===== src/rtl/calc_core.sv =====
// calc_core: 4-bit operand/operator/operand/equals calculator behind an SPI slave.
// Ports:
//   clk        - system clock (>= 8x sclk)
//   rst        - asynchronous active-high reset
//   write_vld  - write strobe from the SPI slave (sclk domain)
//   addr       - register address (0x01 digit, 0x02 operator)
//   data_w     - write data
//   data_r     - result register read back by the SPI slave
//   result_vld - high while a valid result is held
//   busy       - high while a multiply is in progress
//   err        - sticky sequence/format error flag
module calc_core (
   input  logic       clk,
   input  logic       rst,
   input  logic       write_vld,
   input  logic [6:0] addr,
   input  logic [7:0] data_w,
   output logic [7:0] data_r,
   output logic       result_vld,
   output logic       busy,
   output logic       err
);

   localparam int unsigned ADDR_W = 7;
   localparam int unsigned DATA_W = 8;
   localparam int unsigned NIB_W  = 4;
   localparam int unsigned CNT_W  = 2;

   localparam logic [ADDR_W-1:0] ADDR_DIGIT = 7'h01;
   localparam logic [ADDR_W-1:0] ADDR_OPER  = 7'h02;
   localparam logic [DATA_W-1:0] CODE_ADD   = 8'h2B;
   localparam logic [DATA_W-1:0] CODE_SUB   = 8'h2D;
   localparam logic [DATA_W-1:0] CODE_MUL   = 8'h2A;
   localparam logic [DATA_W-1:0] CODE_EQ    = 8'h3D;
   localparam logic [DATA_W-1:0] CODE_CLR   = 8'h43;
   localparam logic [DATA_W-1:0] RES_ERR    = 8'hEE;

   typedef enum logic [2:0] {S_A, S_OP, S_B, S_EQ, S_MUL, S_DONE, S_ERR} state_t;
   typedef enum logic [1:0] {OP_ADD, OP_SUB, OP_MUL} op_t;

   // Strobe synchroniser and rising-edge detector
   logic              r_sync1, r_sync2, r_sync3;
   logic              r_wr_pulse;
   logic [ADDR_W-1:0] r_addr;
   logic [DATA_W-1:0] r_data;
   logic              w_rise;

   // Calculator state
   state_t            r_state;
   op_t               r_op;
   logic [NIB_W-1:0]  r_a, r_b;
   logic [DATA_W-1:0] r_acc, r_mcand;
   logic [NIB_W-1:0]  r_mplr;
   logic [CNT_W-1:0]  r_cnt;
   logic [DATA_W-1:0] r_data_r;
   logic              r_result_vld, r_busy, r_err;

   // Write classification
   logic              w_is_digit, w_is_oper, w_is_arith;
   logic              w_clr, w_live, w_dig_ok, w_opr_ok, w_eq_ok, w_error;
   op_t               w_op_sel;
   logic [DATA_W-1:0] w_sum, w_diff, w_acc_nxt;

   assign w_rise = r_sync2 & ~r_sync3;

   // Flops reset to 1 so a strobe held high across reset release is not seen as an edge
   always_ff @(posedge clk or posedge rst) begin
      if (rst) begin
         r_sync1    <= 1'b1;
         r_sync2    <= 1'b1;
         r_sync3    <= 1'b1;
         r_wr_pulse <= 1'b0;
         r_addr     <= '0;
         r_data     <= '0;
      end else begin
         r_sync1    <= write_vld;
         r_sync2    <= r_sync1;
         r_sync3    <= r_sync2;
         r_wr_pulse <= w_rise;
         if (w_rise) begin
            r_addr <= addr;
            r_data <= data_w;
         end
      end
   end

   assign w_is_digit = (r_addr == ADDR_DIGIT);
   assign w_is_oper  = (r_addr == ADDR_OPER);
   assign w_is_arith = (r_data == CODE_ADD) || (r_data == CODE_SUB) || (r_data == CODE_MUL);

   always_comb begin
      w_op_sel = OP_ADD;
      case (r_data)
         CODE_SUB: w_op_sel = OP_SUB;
         CODE_MUL: w_op_sel = OP_MUL;
         default:  w_op_sel = OP_ADD;
      endcase
   end

   // S_MUL swallows everything, S_ERR only honours clear
   assign w_clr    = r_wr_pulse & w_is_oper & (r_data == CODE_CLR) & (r_state != S_MUL);
   assign w_live   = r_wr_pulse & (w_is_digit | w_is_oper) & (r_state != S_MUL) & (r_state != S_ERR);
   assign w_dig_ok = w_live & w_is_digit & (r_data[DATA_W-1:NIB_W] == '0);
   assign w_opr_ok = w_live & w_is_oper & (r_state == S_OP) & w_is_arith;
   assign w_eq_ok  = w_live & w_is_oper & (r_state == S_EQ) & (r_data == CODE_EQ);
   assign w_error  = w_live & ~w_clr & ~w_dig_ok & ~w_opr_ok & ~w_eq_ok;

   assign w_sum     = DATA_W'({4'b0, r_a}) + DATA_W'({4'b0, r_b});
   assign w_diff    = DATA_W'({4'b0, r_a}) - DATA_W'({4'b0, r_b});
   assign w_acc_nxt = r_acc + (r_mplr[0] ? r_mcand : '0);

   // Sequencer: data_r only moves on result, error or clear
   always_ff @(posedge clk or posedge rst) begin
      if (rst) begin
         r_state      <= S_A;
         r_op         <= OP_ADD;
         r_a          <= '0;
         r_b          <= '0;
         r_acc        <= '0;
         r_mcand      <= '0;
         r_mplr       <= '0;
         r_cnt        <= '0;
         r_data_r     <= '0;
         r_result_vld <= 1'b0;
         r_busy       <= 1'b0;
         r_err        <= 1'b0;
      end else if (r_state == S_MUL) begin
         r_acc   <= w_acc_nxt;
         r_mcand <= r_mcand << 1;
         r_mplr  <= r_mplr >> 1;
         r_cnt   <= r_cnt + CNT_W'(1);
         if (r_cnt == CNT_W'(3)) begin
            r_data_r     <= w_acc_nxt;
            r_result_vld <= 1'b1;
            r_busy       <= 1'b0;
            r_state      <= S_DONE;
         end
      end else if (w_clr) begin
         r_a          <= '0;
         r_b          <= '0;
         r_op         <= OP_ADD;
         r_data_r     <= '0;
         r_err        <= 1'b0;
         r_result_vld <= 1'b0;
         r_state      <= S_A;
      end else if (w_error) begin
         r_err        <= 1'b1;
         r_data_r     <= RES_ERR;
         r_result_vld <= 1'b0;
         r_state      <= S_ERR;
      end else if (w_dig_ok) begin
         if ((r_state == S_B) || (r_state == S_EQ)) begin
            r_b     <= r_data[NIB_W-1:0];
            r_state <= S_EQ;
         end else begin
            r_a          <= r_data[NIB_W-1:0];
            r_result_vld <= 1'b0;
            r_state      <= S_OP;
         end
      end else if (w_opr_ok) begin
         r_op    <= w_op_sel;
         r_state <= S_B;
      end else if (w_eq_ok) begin
         case (r_op)
            OP_ADD: begin
               r_data_r     <= w_sum;
               r_result_vld <= 1'b1;
               r_state      <= S_DONE;
            end
            OP_SUB: begin
               r_data_r     <= w_diff;
               r_result_vld <= 1'b1;
               r_state      <= S_DONE;
            end
            default: begin
               r_acc   <= '0;
               r_mcand <= DATA_W'({4'b0, r_a});
               r_mplr  <= r_b;
               r_cnt   <= '0;
               r_busy  <= 1'b1;
               r_state <= S_MUL;
            end
         endcase
      end
   end

   assign data_r     = r_data_r;
   assign result_vld = r_result_vld;
   assign busy       = r_busy;
   assign err        = r_err;

endmodule


===== config.mk =====
export PLATFORM = sky130hd
export DESIGN_NAME = calc_core
export DESIGN_NICKNAME = d
export VERILOG_FILES = /design/src/rtl/calc_core.sv
export SDC_FILE = /design/constraint.sdc
export NUM_CORES = 1
export LEC_CHECK = 0
export CORE_UTILIZATION = 45
export CTS_BUF_LIST = sky130_fd_sc_hd__clkbuf_8
export CTS_CLUSTER_DIAMETER = 120
export DETAILED_ROUTE_END_ITERATION = 10
export PLACE_DENSITY = 0.7
export SLEW_MARGIN = 20
export SYNTH_ARGS = -nofsm -noshare
export SYNTH_HDL_FRONTEND = slang
export SYNTH_SLANG_ARGS = --single-unit

===== constraint.sdc =====
create_clock -name clk -period 2.4 [get_ports clk]
set_input_delay 0.24 -clock clk [delete_from_list [all_inputs] [get_ports clk]]
set_output_delay 0.24 -clock clk [all_outputs]
set_load 0.005 [all_outputs]

; Word-level counts from Yosys, hierarchy flattened
; Cells that the tools add are included.
[totals]
reg_bits = 65
inputBits = 18
wordCells = 178
[op_classes]
addsub = 4
n_eq_ne = 28
mux = 78
bitwise_logic = 25
reduce_logical = 25
[op_table]
columns = operator, count
row1 = $mux W8, 22
row2 = $mux W4, 15
row3 = $eq A8 B6 Y1 const B, 4
row4 = $mux W2, 12
row5 = $mux W3, 7
row6 = $mux W1, 20
row7 = $and A1 B1 Y1, 18
row8 = $pmux W8 S2, 1
row9 = $reduce_bool A5 Y1, 3
row10 = $ne A2 B1 Y1 const B, 6
row11 = $reduce_and A4 Y1, 3
row12 = $reduce_and A5 Y1, 2
row13 = $reduce_bool A2 Y1, 5
row14 = $add A8 B8 Y8, 1
row15 = $eq A8 B7 Y1 const B, 1
row16 = $ne A4 B2 Y1 const B, 2
row17 = $eq A7 B1 Y1 const B, 1
row18 = $eq A7 B2 Y1 const B, 1
row19 = $reduce_and A7 Y1, 1
row20 = $eq A3 B2 Y1 const B, 2
row21 = $ne A2 B2 Y1 const B, 3
row22 = $ne A3 B3 Y1 const B, 2
row23 = $not A1 Y1, 6
row24 = $reduce_and A6 Y1, 1
row25 = other kinds (18), 21

; Depth between registers and ports, before layout
; Gate-level depths: netlist of run 1.
[depth]
word_depth = 14
mapped_depth = 9
mapped_depth_nobuf = 9

; Worst setup path after synthesis of run 1
; OpenSTA, ideal clock, no wires.
[synth_timing]
kind = flip-flop to flip-flop
from = reg r_mplr[0]
to = reg r_data_r[6] (netlist: data_r[6])
setup_ns = 0.079
arrival_time_ns = 1.953
required_ns = 2.321
path_slack_ns = 0.368
path_stages_with_launch = 10
n_path_buf = 0
path_cell_list = dfrtp_1 -> and2_1 -> ha_1 -> fa_1 -> a211oi_1 -> o21bai_1 -> a21oi_1 -> xnor2_1 -> nand2_1 -> a2bb2oi_1
[synth_via]
elab_chain_cells = 4
[synth_rtl]
columns = element, line_no
row1 = from (decl), 53  ; logic [NIB_W-1:0] r_mplr;
row2 = from (signal assigned), 130  ; r_mplr <= r_mplr >> 1;
row3 = from (signal assigned), 178  ; r_mplr <= r_b;
row4 = $mux W8, 110  ; assign w_acc_nxt = r_acc + (r_mplr[0] ? r_mcand : '0);
row5 = $add A8 B8 Y8, 110
row6 = $mux W8, 132  ; if (r_cnt == CNT_W'(3)) begin
row7 = $mux W8, 127  ; end else if (r_state == S_MUL) begin
row8 = to (signal assigned), 133  ; r_data_r <= w_acc_nxt;
row9 = to (signal assigned), 166  ; r_data_r <= w_sum;
row10 = to (signal assigned), 171  ; r_data_r <= w_diff;
row11 = to (decl), 55  ; logic [DATA_W-1:0] r_data_r;
; No other way between the ends. The select of a mux whose other input is x is not followed.
; A chain may end at the register's enable or synchronous reset.

; Final worst setup path of run 1
[layout_timing]
from = reg r_data[0]
to = reg r_data_r[4] (netlist: data_r[4])
[layout_via]
elab_chain_cells = 11
elab_cells_between_ends = 26
[layout_rtl]
columns = element, line_no
row1 = from (decl), 45  ; logic [DATA_W-1:0] r_data;
row2 = from (signal assigned), 82  ; r_data <= data_w;
row3 = branches (longest 11 deep; another with $eq A8 B7 Y1), --
; Several ways; the timed one is not identified.

==> results of run 1 <==
metrics by stage:
| stage | hold slack, ns | power [mW] | util (%) |
|---|---|---|---|
| 6_report | 0.273 | 3.14 | 54.9 |
| 5_1_grt | 0.290 | 3.32 | 54.9 |
| 4_1_cts | 0.273 | 3.18 | 54.7 |
| 3_5_place_dp | 0.347 | 2.14 | 51.9 |
| 3_3_place_gp | 0.346 | 2.11 | 51.9 |
| 2_1_floorplan | 0.244 | 1.82 | - |
placed cells by master, fill, tap and decap left out, types with 3 or more instances in the layout:
master / n
o21bai_1: 3
a31oi_1: 3
and3_1: 4
nor2_1: 22
xnor2_1: 6
nand4_1: 4
a21o_1: 4
inv_1: 15
nand3b_1: 4
buf_4: 7
nand3_1: 3
mux2_2: 17
clkbuf_8: 11
ha_1: 16
a211oi_1: 3
a21oi_1: 13
o31ai_1: 5
and2_1: 9
o21ai_0: 28
nand2b_1: 6
dfstp_2: 3
nor2b_1: 5
nor3_1: 5
nand2_1: 56
a2bb2oi_1: 3
clkdlybuf4s50_1: 28
mux2i_1: 11
dfrtp_1: 61
critical path: stages, from the launching register on:
cell and delay [ns]:
dfrtp_1 0.44, nand3b_1 0.17, nor4_1 0.61, nor2_1 0.21, and3_4 0.24, o32a_1 0.33, mux2i_1 0.15
state kept, by name (all words and copies together) (netlist names):
register / cells
r_acc: 8
r_a: 4
r_op: 2
r_sync2: 1
r_addr: 7
result_vld: 1
r_wr_pulse: 1
r_state: 3
r_b: 4
r_sync1: 1
err: 1
r_sync3: 1
r_data: 8
r_mplr: 4
busy: 1
r_cnt: 2
data_r: 8
r_mcand: 8
per-layer routing:
| layer | vias up | part of all wire (%) | track usage, % |
|---|---|---|---|
| met5 | - | 0 | 0 |
| met4 | 0 | 1.1 | 6.35 |
| met3 | 8 | 3.9 | 4.77 |
| met2 | 54 | 49 | 33.6 |
| met1 | 1322 | 46 | 26.5 |
| li1 | 1330 | - | - |
power by group through the flow:
stage / Combinational (mW) / Clock (mW) / Sequential, mW
6_report: 0.748 / 1.04 / 1.35
5_1_grt: 0.836 / 1.11 / 1.37
4_1_cts: 0.759 / 1.06 / 1.36
3_5_place_dp: 0.761 / 0 / 1.38
3_3_place_gp: 0.740 / 0 / 1.37
2_1_floorplan: 0.474 / 0 / 1.35
cells by family (layout without fill, tap and decap cells):
group / count (synthesis) / count (layout) / synth area share [%]
AO/OA/AOI/OAI: 73 / 73 / 12.6
XOR/XNOR: 8 / 8 / 1.96
adder cells (fa/ha/maj): 19 / 19 / 7.27
buffers and inverters: 24 / 65 / 2.87
flip-flops: 65 / 65 / 45.5
multiplexers: 30 / 30 / 9.05
AND/OR/NAND/NOR: 139 / 139 / 20.7
cell type report:
class / instances / area, um2
Inverter: 13 / 48.8
Clock buffer: 11 / 151
Clock inverter: 5 / 71.3
Multi-Input combinational cell: 269 / 1860
Sequential cell: 65 / 1630
Timing Repair Buffer: 36 / 353
Tap cell: 102 / 128
Fill cell: 687 / 3490
worst min-delay path by stage:
stage	slack, ns	to	depth (start not counted)	start
CTS	0.27	r_addr[1]	2	rst
global route	0.29	r_sync1	1	write_vld
finish	0.27	r_data[0]	2	rst
floorplan	0.24	r_sync1	0	write_vld
global placement	0.35	r_sync2	0	r_sync1
detailed placement	0.35	r_sync2	0	r_sync1
what timing repair did:
item / in CTS / in global routing
resized for setup: 0 / 3
setup endpoints to repair: 0 / 2
hold endpoints to repair: 0 / 0
==> reports/metrics.yaml, run 1 <==
run_status:
  status: "finished clean"
global_route:
  overflow: 0
  grt_pass1_wl_um: 13200
  grt_max_degree: 40
  antenna_found_initial: 0
  grt_pass1_vias: 2686
  grt_usage_pct: 20.4
placed_design:
  hpwl_um: 5640
  dp.cells: 485
  place_area_um2: 4010
  gp_congestion: 0.914
  pre_cts_ws_ns: 0.164
  port_buffers: 28
pwr:
  seqPwrFrac_pct: 43.1
  p_int_mw: 2.22
  power_frac_comb_pct: 23.8
  powerDensity_nw_per_um2: 741
  p_leak_nw: 1.87
  power_switching_uw: 922
  clock_power_share_pct: 33.1
  ir_worst_vdd_mv: 0.420
  switching_share_pct: 29.4
cells_and_area:
  drive_gt1_share_pct: 14.5
  postLayoutCellArea_um2: 4240
  finalNonFillerCells: 501
  nets: 431
  area_growth_pct: 18.4
  diodes: 0
logic_synthesis:
  ys_seq_area_share_pct: 45.5
  syn_nets: 395
  synthesis.area_um2: 3580
  synth_top_area_cell: "dfrtp_1"
  synth_ff_type: "dfrtp_1"
  yosysWarnings: 0
  synth_seq_cells: 65
  synthTopCellsByArea: "dfrtp_1 43%, nand2_1 5.9%, ha_1 5.6%"
  netlist_instances: 358
  synth_edf_count: 0
  synth-async-reset-ratio_pct: 100
  avgSynthCellArea_um2: 10.0
  synth_top_area_share_pct: 43.3
  synth.most_common_cell: "dfrtp_1"
  synthDistinctLibCells: 59
  yosys-top-cells-count: "62 x dfrtp_1, 56 x nand2_1, 28 x o21ai_0, 22 x nor2_1, 17 x mux2_2"
sta:
  setup_violations: 0
  slew_violations: 0
  fin_setup_tns_ns: 0
  setup_ws_ns: 0.171
  fin_crit_ns: 2.23
  worst_pin_slew_ns: 0.697
  finClkSkew_ns: 0.0116
  fmax_mhz: 449
  rsz0062_at_grt: "false"
  hold_viol_final: 0
  fin_crit_sh_pct: 92.9
  max_slew_margin_pct: 53.3
clocking:
  cts_sinks: 65
  cts_tree: "done"
  cts-buffers-inserted: 9
  clockBufferDepth: 2
  clk_pin_slew_ns: 0.07
  htree_levels: 3
  cts_root_buffer: "clkbuf_8"
  cts.hold.buffers_added: 0
  cts_setup_buffers: 0
  worstSkewPairLatency_ns: 0.35
routing:
  via_per_inst: 5.42
  drt_iter0_drc: 147
  routed_wl_um: 7440
  post_drt_wl_per_cell_um: 14.8
  drc: 0
  postRouteAntennaNets: 0
  first_pass_iters: 5
  vias: 2714
setup_path:
  r2r_setup_slack_ns: 0.17
  timing.rr.end: "data_r[4]"
  path_class: "flip-flop to flip-flop"
  endpoint_kind: "flip-flop"
  cp-endpoint: "data_r[4]"
  crit_required_ns: 2.66
  setup.worst_path.start: "r_data[0]"
  rr_startpoint: "r_data[0]"
  cp_max_fo: 6
  arrival_ns: 2.49
  rr_worst_depth: 6
  start_kind: "flip-flop"
floorplan:
  start_util_pct: 46.3
  io_pins: 29
  fp.dieH_um: 91.2
  fp.coreArea_um2: 7730
  die_x_um: 91.2
  num_rows: 32
  dieArea_um2: 8320
flow_run:
  cap_violations: 0
min_path:
  hp-class: "input port to asynchronous set/reset pin"
Note: power is estimated with default switching activity, not from simulation.
==> run 2: changes to the inputs <==
- SKIP_CTS_REPAIR_TIMING: default -> 1
==> results of run 2 <==
Same layout as run 1: the final DEF is identical, and so are final timing and power.
